[src/rtl/cart_pkg.sv]
// Shared constants for cartridge download buffering: header byte addresses
// and the flag values that identify CGB/SGB-aware images.
package cart_pkg;

  localparam logic [15:0] HDR_CGB_ADDR  = 16'h0142;
  localparam logic [15:0] HDR_SGB_ADDR  = 16'h0146;
  localparam logic [15:0] HDR_SIZE_ADDR = 16'h0148;
  localparam logic [15:0] HDR_LIC_ADDR  = 16'h014A;

  localparam logic [7:0] CGB_COMPAT  = 8'h80;
  localparam logic [7:0] CGB_ONLY    = 8'hC0;
  localparam logic [7:0] SGB_SUPPORT = 8'h03;
  localparam logic [7:0] OLD_LIC_NEW = 8'h33;

  function automatic logic is_cgb(input logic [7:0] flag);
    return (flag == CGB_COMPAT) || (flag == CGB_ONLY);
  endfunction

endpackage

[src/rtl/dl_fifo.sv]
// Small power-of-two FIFO with a fill count; read data is the current head
// entry, so a pop consumes what rdata shows in the same cycle.
module dl_fifo #(
  parameter int WIDTH = 41,
  parameter int DEPTH = 4
) (
  input  logic                       clk_sys,
  input  logic                       reset,
  input  logic                       push,
  input  logic                       pop,
  input  logic [WIDTH-1:0]           wdata,
  output logic [WIDTH-1:0]           rdata,
  output logic                       full,
  output logic                       empty,
  output logic [$clog2(DEPTH):0]     count
);

  localparam int AW = $clog2(DEPTH);
  localparam int CW = AW + 1;

  logic [WIDTH-1:0] mem [DEPTH];
  logic [AW-1:0]    wr_ptr;
  logic [AW-1:0]    rd_ptr;
  logic             do_push;
  logic             do_pop;

  assign full    = (count == CW'(DEPTH));
  assign empty   = (count == '0);
  assign do_push = push & ~full;
  assign do_pop  = pop & ~empty;
  assign rdata   = mem[rd_ptr];

  // Pointers wrap for free because DEPTH is a power of two.
  always_ff @(posedge clk_sys or posedge reset) begin
    if (reset) begin
      wr_ptr <= '0;
      rd_ptr <= '0;
      count  <= '0;
    end else begin
      if (do_push) wr_ptr <= wr_ptr + AW'(1);
      if (do_pop)  rd_ptr <= rd_ptr + AW'(1);
      case ({do_push, do_pop})
        2'b10:   count <= count + CW'(1);
        2'b01:   count <= count - CW'(1);
        default: count <= count;
      endcase
    end
  end

  always_ff @(posedge clk_sys) begin
    if (do_push) mem[wr_ptr] <= wdata;
  end

endmodule

[src/rtl/cart_dl_buffer.sv]
// Decouples loader writes from CPU-paced memory writes, snooping cartridge
// header bytes as words arrive and flagging when the image is fully written.
module cart_dl_buffer
  import cart_pkg::*;
#(
  parameter int DATA_W = 16,
  parameter int ADDR_W = 25,
  parameter int DEPTH  = 4
) (
  input  logic              clk_sys,
  input  logic              reset,
  input  logic              ce_cpu,
  input  logic              ce_cpu2x,
  input  logic              speed,
  input  logic              cart_download,
  input  logic              ioctl_wr,
  input  logic [ADDR_W-1:0] ioctl_addr,
  input  logic [DATA_W-1:0] ioctl_dout,
  output logic              ioctl_wait,
  output logic              dn_write,
  output logic [ADDR_W-1:0] dn_addr,
  output logic [DATA_W-1:0] dn_data,
  output logic              cart_ready,
  output logic              overflow_err,
  output logic [7:0]        cart_mbc_type,
  output logic [7:0]        cart_rom_size,
  output logic [7:0]        cart_ram_size,
  output logic [7:0]        cart_cgb_flag,
  output logic [7:0]        cart_sgb_flag,
  output logic [7:0]        cart_old_licensee,
  output logic              isGBC_game,
  output logic              isSGB_game
);

  localparam int CW = $clog2(DEPTH) + 1;
  localparam int FW = ADDR_W + DATA_W;

  logic          tick;
  logic          push;
  logic          pop;
  logic          full;
  logic          empty;
  logic [CW-1:0] count;
  logic [FW-1:0] rdata;
  logic          dl_q;
  logic          dl_rise;
  logic          drained;

  assign tick    = speed ? ce_cpu2x : ce_cpu;
  assign dl_rise = cart_download & ~dl_q;
  assign push    = ioctl_wr & cart_download & ~full;
  assign pop     = tick & ~empty;

  dl_fifo #(
    .WIDTH (FW),
    .DEPTH (DEPTH)
  ) u_fifo (
    .clk_sys (clk_sys),
    .reset   (reset),
    .push    (push),
    .pop     (pop),
    .wdata   ({ioctl_addr, ioctl_dout}),
    .rdata   (rdata),
    .full    (full),
    .empty   (empty),
    .count   (count)
  );

  always_ff @(posedge clk_sys or posedge reset) begin
    if (reset) begin
      ioctl_wait <= 1'b0;
      dn_write   <= 1'b0;
      dn_addr    <= '0;
      dn_data    <= '0;
      dl_q       <= 1'b0;
    end else begin
      ioctl_wait <= (count >= CW'(DEPTH - 1));
      dn_write   <= pop;
      dl_q       <= cart_download;
      if (pop) begin
        dn_addr <= rdata[DATA_W +: ADDR_W];
        dn_data <= rdata[DATA_W-1:0];
      end
    end
  end

  // A new download wipes status; pushes/overflows in that same cycle still land.
  always_ff @(posedge clk_sys or posedge reset) begin
    if (reset) begin
      cart_ready        <= 1'b0;
      overflow_err      <= 1'b0;
      drained           <= 1'b0;
      cart_mbc_type     <= '0;
      cart_rom_size     <= '0;
      cart_ram_size     <= '0;
      cart_cgb_flag     <= '0;
      cart_sgb_flag     <= '0;
      cart_old_licensee <= '0;
    end else begin
      if (dl_rise) begin
        cart_ready        <= 1'b0;
        overflow_err      <= 1'b0;
        drained           <= 1'b0;
        cart_mbc_type     <= '0;
        cart_rom_size     <= '0;
        cart_ram_size     <= '0;
        cart_cgb_flag     <= '0;
        cart_sgb_flag     <= '0;
        cart_old_licensee <= '0;
      end else begin
        if (pop) drained <= 1'b1;
        if (!cart_download && empty && !dn_write && drained) cart_ready <= 1'b1;
      end
      if (ioctl_wr && cart_download && full) overflow_err <= 1'b1;
      if (push) begin
        case (ioctl_addr)
          ADDR_W'(HDR_CGB_ADDR):  cart_cgb_flag <= ioctl_dout[15:8];
          ADDR_W'(HDR_SGB_ADDR):  {cart_mbc_type, cart_sgb_flag} <= ioctl_dout[15:0];
          ADDR_W'(HDR_SIZE_ADDR): {cart_ram_size, cart_rom_size} <= ioctl_dout[15:0];
          ADDR_W'(HDR_LIC_ADDR):  cart_old_licensee <= ioctl_dout[15:8];
          default: ;
        endcase
      end
    end
  end

  assign isGBC_game = is_cgb(cart_cgb_flag);
  assign isSGB_game = (cart_sgb_flag == SGB_SUPPORT) && (cart_old_licensee == OLD_LIC_NEW);

endmodule

[config.mk]
export PLATFORM = sky130hd
export DESIGN_NAME = cart_dl_buffer
export DESIGN_NICKNAME = d
export VERILOG_FILES = /design/src/rtl/cart_pkg.sv /design/src/rtl/dl_fifo.sv /design/src/rtl/cart_dl_buffer.sv
export SDC_FILE = /design/constraint.sdc
export NUM_CORES = 1
export LEC_CHECK = 0
export BUFFER_PORTS_ARGS = -buffer_cell sky130_fd_sc_hd__buf_4
export CAP_MARGIN = 30
export CORE_MARGIN = 5
export CORE_UTILIZATION = 45
export DETAILED_ROUTE_END_ITERATION = 8
export HOLD_SLACK_MARGIN = 0.06
export PLACE_DENSITY = 0.64
export SLEW_MARGIN = 20
export SYNTH_ARGS = -nofsm -noshare
export SYNTH_HDL_FRONTEND = slang
export SYNTH_SLANG_ARGS = --single-unit
[constraint.sdc]
create_clock -name clk_sys -period 3.83 [get_ports clk_sys]
set_clock_uncertainty 0.1 [all_clocks]
set_input_delay 0.766 -clock clk_sys [delete_from_list [all_inputs] [get_ports clk_sys]]
set_output_delay 0.766 -clock clk_sys [all_outputs]
set_load 0.005 [all_outputs]
Word-level counts from Yosys, hierarchy flattened
Memory sizes are Yosys's and may differ from the RTL's. A register that Yosys moved wholly into a read port is not among the register bits. Cells that the tools add are included.

Word-level logic and storage cells: 83. Output and inout port bits: 95. Memories: 1. RAM bits: 164. Bits of input ports: 48. Register bits after elaboration: 61.

Reduce and logical (&&, ||, !) cells: 14. Bitwise operators: 9. Eq/ne operators: 11. Add/subtract/negate cells: 4. Multiplexer cells: 28. $lt $le $gt $ge: 1.

Memory list: u_fifo.mem (words 4, width 41, rd ports 1, clocked after memory_dff 1, wr ports 1, line dl_fifo.sv:21) `logic [WIDTH-1:0] mem [DEPTH];`.

Operator list (number): 2-to-1 mux 8 bit (18); equality test 25 x 9 -> 1 bit (second input constant) (4); equality test 8 bit (second input constant) (2); 2-to-1 mux 1 bit (9); equality test 8 x 2 -> 1 bit (second input constant) (1); equality test 8 x 6 -> 1 bit (second input constant) (1); nonzero test 2 bit (4); AND 1 bit (6); logical AND 1 bit (6); case mux 3 bit (2 select lines) (1); adder 2 x 1 -> 2 bit (second input constant) (2); adder 3 x 1 -> 3 bit (second input constant) (1); equality test 3 bit (second input constant) (1); >= comparator 3 x 2 -> 1 bit (second input constant) (1); logical NOT 3 bit (1); NOT 1 bit (3); subtractor 3 x 1 -> 3 bit (second input constant) (1); equality test 2 x 1 -> 1 bit (second input constant) (1); equality test 2 bit (second input constant) (1); logical NOT 1 bit (2); logical OR 1 bit (1).

Longest topological paths before layout
Gate-level depths: netlist (run 1).

Word-level depth: 6. Mapped depth: 9. Depth with buffers taken out: 9.

Cells and area by module
Synthesis (run 1) repeated with hierarchy kept, for this count alone.

Cell total of the unflattened synthesis: 553. Area, all modules: 10327.4 um^2.

Modules (own cells, without submodules): dl_fifo (area each 6399.9 um^2, cells an instance 253, seq. area each 5099.9 um^2, instances 1); cart_dl_buffer (area each 3927.5 um^2, cells an instance 300, seq. area each 2377.3 um^2, instances 1).

Least setup slack after synthesis (run 1)
OpenSTA, ideal clock, no wires.

Kind: in2reg. Start: in ioctl_wr. End: mem u_fifo.mem[0][0], enable pin. Cell stages on the path: 3. Slack: 1.142 ns. Arrival time: 2.185 ns. Data required time: 3.328 ns. Cell sequence: nand2_1 > nor2_1 > and2_1.

Cells in the longest elaborated chain, start to end: 5.

RTL lines: from (decl) (line cart_dl_buffer.sv:16) `input logic ioctl_wr,`; AND 1 bit (2 in a row) (line cart_dl_buffer.sv:51) `assign push = ioctl_wr & cart_download & ~full;`; AND 1 bit (line dl_fifo.sv:29) `assign do_push = push & ~full;`; 2-to-1 mux 1 bit (line dl_fifo.sv:51) `if (do_push) mem[wr_ptr] <= wdata;`; 2-to-1 mux 1 bit (implied by the code) (line dl_fifo.sv:51); to (decl) (line dl_fifo.sv:21).

No other way between the ends.

Worst setup path in the final report (run 1)
Start: reg cart_cgb_flag[3]. End: out isGBC_game.

Cells in the longest elaborated chain, start to end: 2.

RTL lines: from (decl) (line cart_dl_buffer.sv:28) `output logic [7:0] cart_cgb_flag,`; from (signal assigned) (line cart_dl_buffer.sv:117) `ADDR_W'(HDR_CGB_ADDR): cart_cgb_flag <= ioctl_dout[15:8];`; equality test 8 bit (line cart_pkg.sv:16) `return (flag == CGB_COMPAT) || (flag == CGB_ONLY);`; logical OR 1 bit * (line cart_pkg.sv:16); to (decl) (line cart_dl_buffer.sv:31) `output logic isGBC_game,`.

Every way passes the cells marked *; elsewhere a longest branch is shown, timed or not.

==> results.md, run 1 <==
- Status: finished, final reports clean
- CP max stage cell: or4b_2
- Core area: 0.02250 sq mm
- Die X: between 150 and 200 um
- CP delay by family, top: simple AND/OR/NAND/NOR gates
- Clock transition at the registers of the reported paths: roughly 60 ps
- Setup violators final: 0
- TritonCTS Buffers: 27
- Wire per inst: between 20 and 25 um
- Hold Buf Count CTS: 0
- RSZ-0062 raised after global routing: no
- Resize count post-CTS: 0
- Detailed Routing Iterations Pass 1: 4
- Root buffer cell: clkbuf_16
- Io pins: ~140
- Number of flops mapped to enable cells by yosys: between 150 and 200
- Worst skew pair latency: roughly 520 ps
- GRT overflow: 0
- PD cells: between 600 and 700 mW/mm^2
- 1st-iter DRT viols: roughly 280
- Layout overhead on the synthesized area: 22.19%
- Die area: roughly 0.026 sq mm
- Worst Setup End Kind: output port
- Cell depth of the worst setup path: 3
- Post-synth top cells: 164 x edfxtp_1, 102 x dfrtp_1, 52 x nand2_1
- Setup TNS: 0 ps
- Yosys warns: 0
- Drt drc: 0
- Synth top area share: about 48%
- Count of input and output buffers: between 100 and 150
- Fmax: between 300 and 400 MHz
- Htree depth: 1
- Seq/Total Area, Yosys: 73.09%
- Count leader, synth: edfxtp_1
- CTS max path bufs: 3
- # Post-CTS Setup Buffers: 0
- Final Net Count: approximately 770
- Die span in y: 160.8 um
- Final WL: about 22 mm
- Global-route wire length before repair: between 30 and 40 mm
- DRT antenna net count: 0
- Crit Path Category: reg2out
- Synth area leader: edfxtp_1
- Worst slew margin: a little under two fifths
- CP bufs+invs: 1
- Critical path, cell by cell: or4b_2 -> nor4_1 -> buf_4
- Cell count after synthesis: 553
- Tightest Hold Check Type: in2async
- Synth cell types: 40
- Via count: 5432
- Initial Utilization: 45.46%
- Critical Path RT: slightly below 3000 ps
- Largest net degree at the start of global routing: 53
- Initial antenna violation count: 0
- Minimum clock period after layout: around 2800 ps
- Number of global-route vias before repair: just under 6000
- Worst slew pin tran: between 900 and 1000 ps
- Tcrit/Tclk final: 73.68%
- Syn nets: 607
- Synthesized area: 0.01023 sq mm
- Non-filler instance count after layout: a little over 1000
- Largest fanout on the critical path: 3
- Antenna Cells: 0
- Nature of the critical path startpoint: flip-flop
- Register bit count reported by yosys: between 200 and 300
- Overall Global Routing Usage: roughly 17%
- Layout cell share with drive strength beyond 1: between 30 and 40%
- Worst vdd ir: around 0.40 mV
- Syn_area_per_cell: about 18 sq um
- FFs w/ async S/R, synth: a little under two fifths
- DP Cell Count: 969
- Final Hold Fails: 0
- RePlAce Congestion: between 0.7 and 0.8
- Post-DP HPWL: ~14 mm
- CTS sink count: approximately 270
- Max Cap Viol: 0
- Row count: between 50 and 60
- Most used DFF post-synth: edfxtp_1
- Post-DR vias/cell: ~5.3
- Worst R2R Path Depth: 4
- Lkg Pwr: ~5.1 nW
- Max incr delay on CP: 670 ps
- CTS tree: yes
- Crit path DAT: just under 2000 ps
- Slew Viols, Final: 0
- Top cells by area, synth: edfxtp_1 48%, dfrtp_1 25%, mux4_2 9.0%
-- state kept, by name, indices dropped and copies added (netlist names) --
register / flops
cart_cgb_flag: 8
cart_mbc_type: 8
cart_old_licensee: 8
cart_ram_size: 8
cart_ready: 1
cart_rom_size: 8
cart_sgb_flag: 8
dl_q: 1
dn_addr: 25
dn_data: 16
dn_write: 1
drained: 1
ioctl_wait: 1
overflow_err: 1
u_fifo.count: 3
u_fifo.mem: 164
u_fifo.rd_ptr: 2
u_fifo.wr_ptr: 2
-- path summary, 6_finish.rpt --
path,start,to,slack (ps)
max,cart_cgb_flag[3],isGBC_game,1010
min,reset,u_fifo.count[0],270
max reg2reg,u_fifo.count[2],u_fifo.mem[1][14],1510
min reg2reg,dn_addr[20],dn_addr[20],400
max in group asynchronous,reset,u_fifo.rd_ptr[0],2460
min in group clk_sys,cart_download,dl_q,310
-- through the flow --
step                      util [%]  hold slack (ps)  instance area [sq um]  worst slack [ps]  power (W)
after floorplan                  -            366.0                  10230             288.5   0.004960
after global placement       51.74            381.8                  11640             730.1   0.005686
after detailed placement     51.83            397.3                  11660             711.6   0.005776
after CTS                    55.42            278.8                  12470             971.5   0.008209
after global routing         55.55            287.7                  12500             831.0   0.008534
final                        55.55            269.9                  12500              1008   0.008113
-- metal layers --
metal | global-route usage [%] | part of all wire (%) | vias up
met1 | 23.13 | 44 | 2852
li1 | - | - | 2401
met4 | 3.567 | 1.5 | 0
met2 | 28.65 | 50 | 148
met5 | 0 | 0 | -
met3 | 3.131 | 5.0 | 31
-- logic make-up (layout without fill, tap and decap cells) --
family	count (synthesis)	in the layout	synth area share, %
AO/OA/AOI/OAI	4	4	0.2813
XOR/XNOR	6	6	0.5138
adder cells (fa/ha/maj)	6	6	0.8072
buffers and inverters	48	230	2.079
flip-flops	266	266	73.09
multiplexers	132	132	18.43
AND/OR/NAND/NOR	91	91	4.795
-- report_power, final --
part | internal (W) | switching [W] | total, W
Clock | 0.00140 | 0.00101 | 0.00241
Sequential | 0.00354 | 0.000288 | 0.00383
Combinational | 0.00110 | 0.000773 | 0.00187
-- final cells by class --
cell class | count | area (sq um)
multi-input cells | 239 | 2555
clock inverters | 8 | 67.56
well taps | 285 | 356.6
clock buffers | 42 | 742.0
fillers | 1777 | 10000
repair buffers | 156 | 1204
flip-flops and latches | 266 | 7482
inverters | 24 | 92.59
-- layout by cell type, fill, tap and decap left out, drive strengths merged, types with 5 or more instances in the layout --
master  instances
clkinv          5
nor2            8
ha              5
nor4            7
nand2          52
inv            25
mux2           41
edfxtp        164
clkbuf         42
mux2i          50
dfrtp         102
buf           156
mux4           41
-- worst reg2reg max path: cells and delay by family, from the launching register on --
| family | cells | cell delay (ps) |
|---|---|---|
| buffers and inverters | 1 | 370 |
| DFF | 1 | 410 |
| and+or+nand+nor | 3 | 1110 |
(Power assumes the default switching activity.)
==> run 2: changes to the inputs <==
- PLACE_DENSITY: 0.64 -> 0.67
- clock period: 3.83 -> 2.45 ns (I/O delays scaled with it)
==> results.md, run 2 (same netlist as run 1, synthesis figures left out) <==
- Drt drc: 0
- Htree depth: 1
- Critical Path RT: between 2000 and 3000 ps
- R2r endpoint: u_fifo.count[2]
- CTS tree: yes
- Worst slew margin: between 60 and 70%
- Global-route wire length before repair: roughly 35 mm
- Minimum clock period after layout: around 2400 ps
- Clock transition at the registers of the reported paths: about 60 ps
- FF-to-FF Start: u_fifo.count[0]
- Count of input and output buffers: 142
- Worst R2R Path Depth: 9
- Multi-input gate area: ~0.0026 sq mm
- Worst skew pair latency: between 500 and 600 ps
- Worst vdd ir: roughly 0.48 mV
- Filler cell count in the final layout: 1671
- Io pins: 143
- TritonCTS Buffers: 28
- Final Net Count: between 800 and 900
- Wire per inst: around 21 um
- CTS sink count: between 200 and 300
- Core area: between 0.02 and 0.025 sq mm
- Non-filler instance count after layout: roughly 1100
- Row count: 55
- Fmax: between 400 and 500 MHz
- Largest register by flop count: u_fifo.mem
- Setup violators final: 0
- Tightest Hold Check Type: in2reg
- GRT overflow: 0
- Final WL: ~22 mm
- Most frequent cells in the layout: 164 x edfxtp_1, 157 x buf_4, 100 x dfrtp_1
- Layout overhead on the synthesized area: 27.38%
- DRT antenna net count: 0
- Lkg Pwr: about 5.4 nW
- Max Cap Viol: 0
- Setup TNS: 0 ps
- Largest fanout on the critical path: 16
- Status: finished, final reports clean
- Tcrit/Tclk final: about 97%
- Fin worst setup slack: 83.80 ps
- RePlAce Congestion: 0.8077
- Initial antenna violation count: 0
- Post-route cell area: around 0.013 sq mm
- Worst slew pin tran: 576.3 ps
- Die span in y: between 150 and 200 um
- HP Start: ioctl_dout[7]
- Reg-to-reg setup timing slack: between 200 and 300 ps
- Final Util: roughly 58%
- Die area: 0.02585 sq mm
- CTS max path bufs: 3
- Regs by FF count: u_fifo.mem: 164 flops, dn_addr: 25 flops, dn_data: 16 flops
- Placement Setup Slack: 131.1 ps
- Initial Utilization: about 45%
- Post-DR vias/cell: between 5 and 6
- Crit Path Category: in2reg
- Post-DP HPWL: ~14 mm
- Root buffer cell: clkbuf_16
- RSZ-0062 raised after global routing: no
- Detailed Routing Iterations Pass 1: 4
- Crit path DAT: around 2700 ps
- Number of global-route vias before repair: 6113
- Sequential cell area: around 0.0075 sq mm
- PD cells: 1012 mW/mm^2
- Worst Setup End Kind: flip-flop
- DP Cell Count: 976
- Final Hold Fails: 0
- WHS Endpoint: u_fifo.mem[1][7]
- Via count: between 5000 and 6000
- 1st-iter DRT viols: 213
- Nature of the critical path startpoint: primary input
- Slew Viols, Final: 0
- Largest register FFs: between 150 and 200
- Layout cell share with drive strength beyond 1: between 40% and 50%
- Largest net degree at the start of global routing: slightly above 100
- Overall Global Routing Usage: between 15 and 20%
- Antenna Cells: 0
- WHS Path Cells: 1
- Most common cell after layout, fill and taps aside: edfxtp_1
- Die X: 160.8 um
- DP Area: around 0.012 sq mm
run 2: area by class of cell:
cell class | instances | area share [%]
inverters | 24 | 0.7201
flip-flops and latches | 266 | 57.42
repair buffers | 189 | 12.12
clock inverters | 16 | 1.085
clock buffers | 36 | 6.078
multi-input cells | 239 | 19.85
well taps | 285 | 2.736
run 2: critical path, stage by stage:
cell	delay, ps
dlygate4sd3_1	540
buf_4	150
or4b_4	580
nor4_4	310
nand3_4	320
mux2i_1	290
run 2: repair_timing:
| action | in CTS | in global routing |
|---|---|---|
| endpoints found under the setup margin | 1 | 6 |
| endpoints found under the hold margin | 83 | 0 |
| setup buffers | 2 | 1 |
| hold buffers | 24 | 0 |
| resized for setup | 2 | 3 |
| pin swaps | 1 | 1 |
run 2: worst max path at each step:
stage	startpoint	end	slack, ps	cells after the start
2_1_floorplan	u_fifo.count[2]	u_fifo.mem[0][0]	10	3
3_3_place_gp	ioctl_addr[21]	cart_old_licensee[1]	190	7
3_5_place_dp	ioctl_addr[11]	cart_sgb_flag[4]	130	5
4_1_cts	cart_cgb_flag[3]	isGBC_game	30	3
5_1_grt	ioctl_addr[10]	cart_ram_size[4]	0.2	7
6_report	ioctl_addr[11]	cart_sgb_flag[7]	80	6
run 2: where the power goes:
group / switching (W) / internal [W] / total [W]
logic: 0.00120 / 0.00180 / 0.00300
registers: 0.000476 / 0.00553 / 0.00601
clock network: 0.00169 / 0.00249 / 0.00418
run 2: stage by stage:
stage	hold slack (ps)	total power, W
detailed placement	392.0	0.009163
global route	60.38	0.01385
floorplan	366.0	0.007754
global placement	380.1	0.009055
finish	82.04	0.01319
CTS	60.15	0.01340
run 2: layer usage:
metal  vias up  routed length, um  GRT usage (%)
li1       2471                  -              -
met1      2900               9457          22.61
met2       149              10940          28.76
met3        25               1215          3.464
met4         0                299          3.606
met5         -                  0              0
==> run 3: changes to the inputs <==
- CORE_UTILIZATION: 45 -> 42
- PLACE_DENSITY: 0.67 -> 0.63
==> results.md, run 3 (same netlist as run 1, synthesis figures left out) <==
- Status: finished, final reports clean
- Detailed Routing Iterations Pass 1: 4
- Worst slew pin tran: 612.0 ps
- HP Start: ioctl_dout[7]
- Io pins: approximately 140
- PD cells: approximately 1000 mW/mm^2
- Most frequent cells in the layout: 164 x edfxtp_1, 158 x buf_4, 100 x dfrtp_1
- Largest net degree at the start of global routing: slightly above 50
- RePlAce Congestion: around 0.82
- Count of input and output buffers: about 140
- Core area: around 0.024 sq mm
- Lkg Pwr: approximately 5.3 nW
- Final Net Count: 793
- Clock transition at the registers of the reported paths: 60 ps
- Largest register by flop count: u_fifo.mem
- Worst Setup End Kind: output port
- Minimum clock period after layout: ~2400 ps
- Drt drc: 0
- Post-DP HPWL: 14.19 mm
- Post-route cell area: 0.01304 sq mm
- Crit Path Category: reg2out
- CP max stage cell: nor4_1
- Slew Viols, Final: 0
- Via count: ~5500
- Setup TNS: 0 ps
- Worst skew pair latency: between 500 and 600 ps
- CP bufs+invs: 1
- Final WL: ~22 mm
- Fmax: about 420 MHz
- CTS sink count: 266
- FF-to-FF Start: u_fifo.count[0]
- Initial Utilization: between 40 and 50%
- Initial antenna violation count: 0
- Tcrit/Tclk final: around 100%
- Tightest Hold Check Type: in2reg
- Largest fanout on the critical path: 3
- Filler cell count in the final layout: 1973
- 1st-iter DRT viols: between 200 and 300
- Die X: between 150 and 200 um
- Layout overhead on the synthesized area: 27.42%
- Final Hold Fails: 0
- Die span in y: 166.1 um
- Setup violators final: 0
- WHS Path Cells: 1
- Antenna Cells: 0
- CP delay by family, top: simple AND/OR/NAND/NOR gates
- CTS max path bufs: 3
- Crit path DAT: between 1500 and 2000 ps
- Max Cap Viol: 0
- Global-route wire length before repair: between 30 and 40 mm
- Htree depth: 1
- Critical path, cell by cell: nor4_1 -> and3_1 -> buf_4
- GRT overflow: 0
- Layout cell share with drive strength beyond 1: around two fifths
- Overall Power: 0.01339 W
- Sequential cell area: between 0.007 and 0.008 sq mm
- Worst slew margin: around three fifths
- Post-DR vias/cell: around 5
- Critical Path RT: between 1500 and 2000 ps
- Root buffer cell: clkbuf_16
- Multi-input gate area: 0.002571 sq mm
- Wire per inst: about 20 um
- DRT antenna net count: 0
- Nature of the critical path startpoint: flip-flop
- R2r endpoint: u_fifo.count[2]
- WHS Endpoint: u_fifo.mem[1][7]
- Number of global-route vias before repair: between 6000 and 7000
- Die area: ~0.028 sq mm
- Most common cell after layout, fill and taps aside: edfxtp_1
- Largest register FFs: 164
- RSZ-0062 raised after global routing: no
- Regs by FF count: u_fifo.mem: 164 flops, dn_addr: 25 flops, dn_data: 16 flops
- Worst R2R Path Depth: 9
- Worst vdd ir: between 0.4 and 0.5 mV
- CTS tree: yes
- TritonCTS Buffers: 28
- Overall Global Routing Usage: 16.09%
- DP Area: 0.01189 sq mm
- Row count: between 50 and 60
- Reg-to-reg setup timing slack: 210 ps
- Max incr delay on CP: ~500 ps
## run 3: cell types whose count changed in the layout (fill, tap and decap cells not counted), sizes merged
| cell | previous run | this run |
|---|---|---|
| bufinv | 2 | 5 |
| buf | 165 | 167 |
| clkinv | 9 | 8 |
| dlygate4sd3 | 24 | 13 |
| clkinvlp | 4 | 2 |
## run 3: how the worst max path moves through the flow
stage	from	endpoint	slack [ps]	depth (start not counted)
floorplan	u_fifo.count[2]	u_fifo.mem[0][0]	10	3
global placement	ioctl_addr[21]	cart_sgb_flag[7]	190	7
detailed placement	ioctl_addr[21]	cart_ram_size[0]	120	7
CTS	cart_cgb_flag[1]	isGBC_game	20	3
global route	cart_sgb_flag[4]	isSGB_game	9	3
finish	cart_sgb_flag[4]	isSGB_game	70	3
## run 3: cell type report
class	count	area share (%)
sequential	266	57.40
multi-input combinational	239	19.73
timing repair buffer	180	11.48
clock buffer	36	5.922
tap	324	3.110
clock inverter	16	1.641
inverter	24	0.7199
## run 3: power breakdown
part	leakage [nW]	internal, W	switching, W	total [W]
sequential	2.79	0.00553	0.000413	0.00594
clock	0.483	0.00276	0.00168	0.00443
combinational	2.06	0.00177	0.00125	0.00301
## run 3: worst register-to-register path: cells and delay by family, from the launching register on
family / cells / cell delay [ps]
xor gates and xnor gates: 2 / 360
and+or+nand+nor: 3 / 550
adders and majority gates: 2 / 570
DFF: 1 / 440
buffers and inverters: 2 / 140
## run 3: metal layers
layer	share of wire [%]	GRT usage [%]	up-vias
met5	0	0	-
met4	1.3	3.300	0
met3	6.1	3.690	28
met2	48	26.07	169
met1	44	22.66	2862
li1	-	-	2455
## run 3: stage by stage
stage                     setup slack (ps)  hold slack, ps  util (%)  instances
after CTS                            16.16           60.40     53.76       1082
after detailed placement             115.9           397.1     49.16       1018
after global routing                 8.766           61.16     53.92       1085
after floorplan                      13.07           366.0         -        553
final                                69.28           81.87     53.92       1085
after global placement               189.4           379.1     49.16       1018
## run 3: timing repair
item	CTS	global route
buffers inserted	1	1
setup endpoints to repair	1	1
hold buffers	11	2
pin swaps	1	1
hold endpoints to repair	54	5
gates resized for setup	2	1
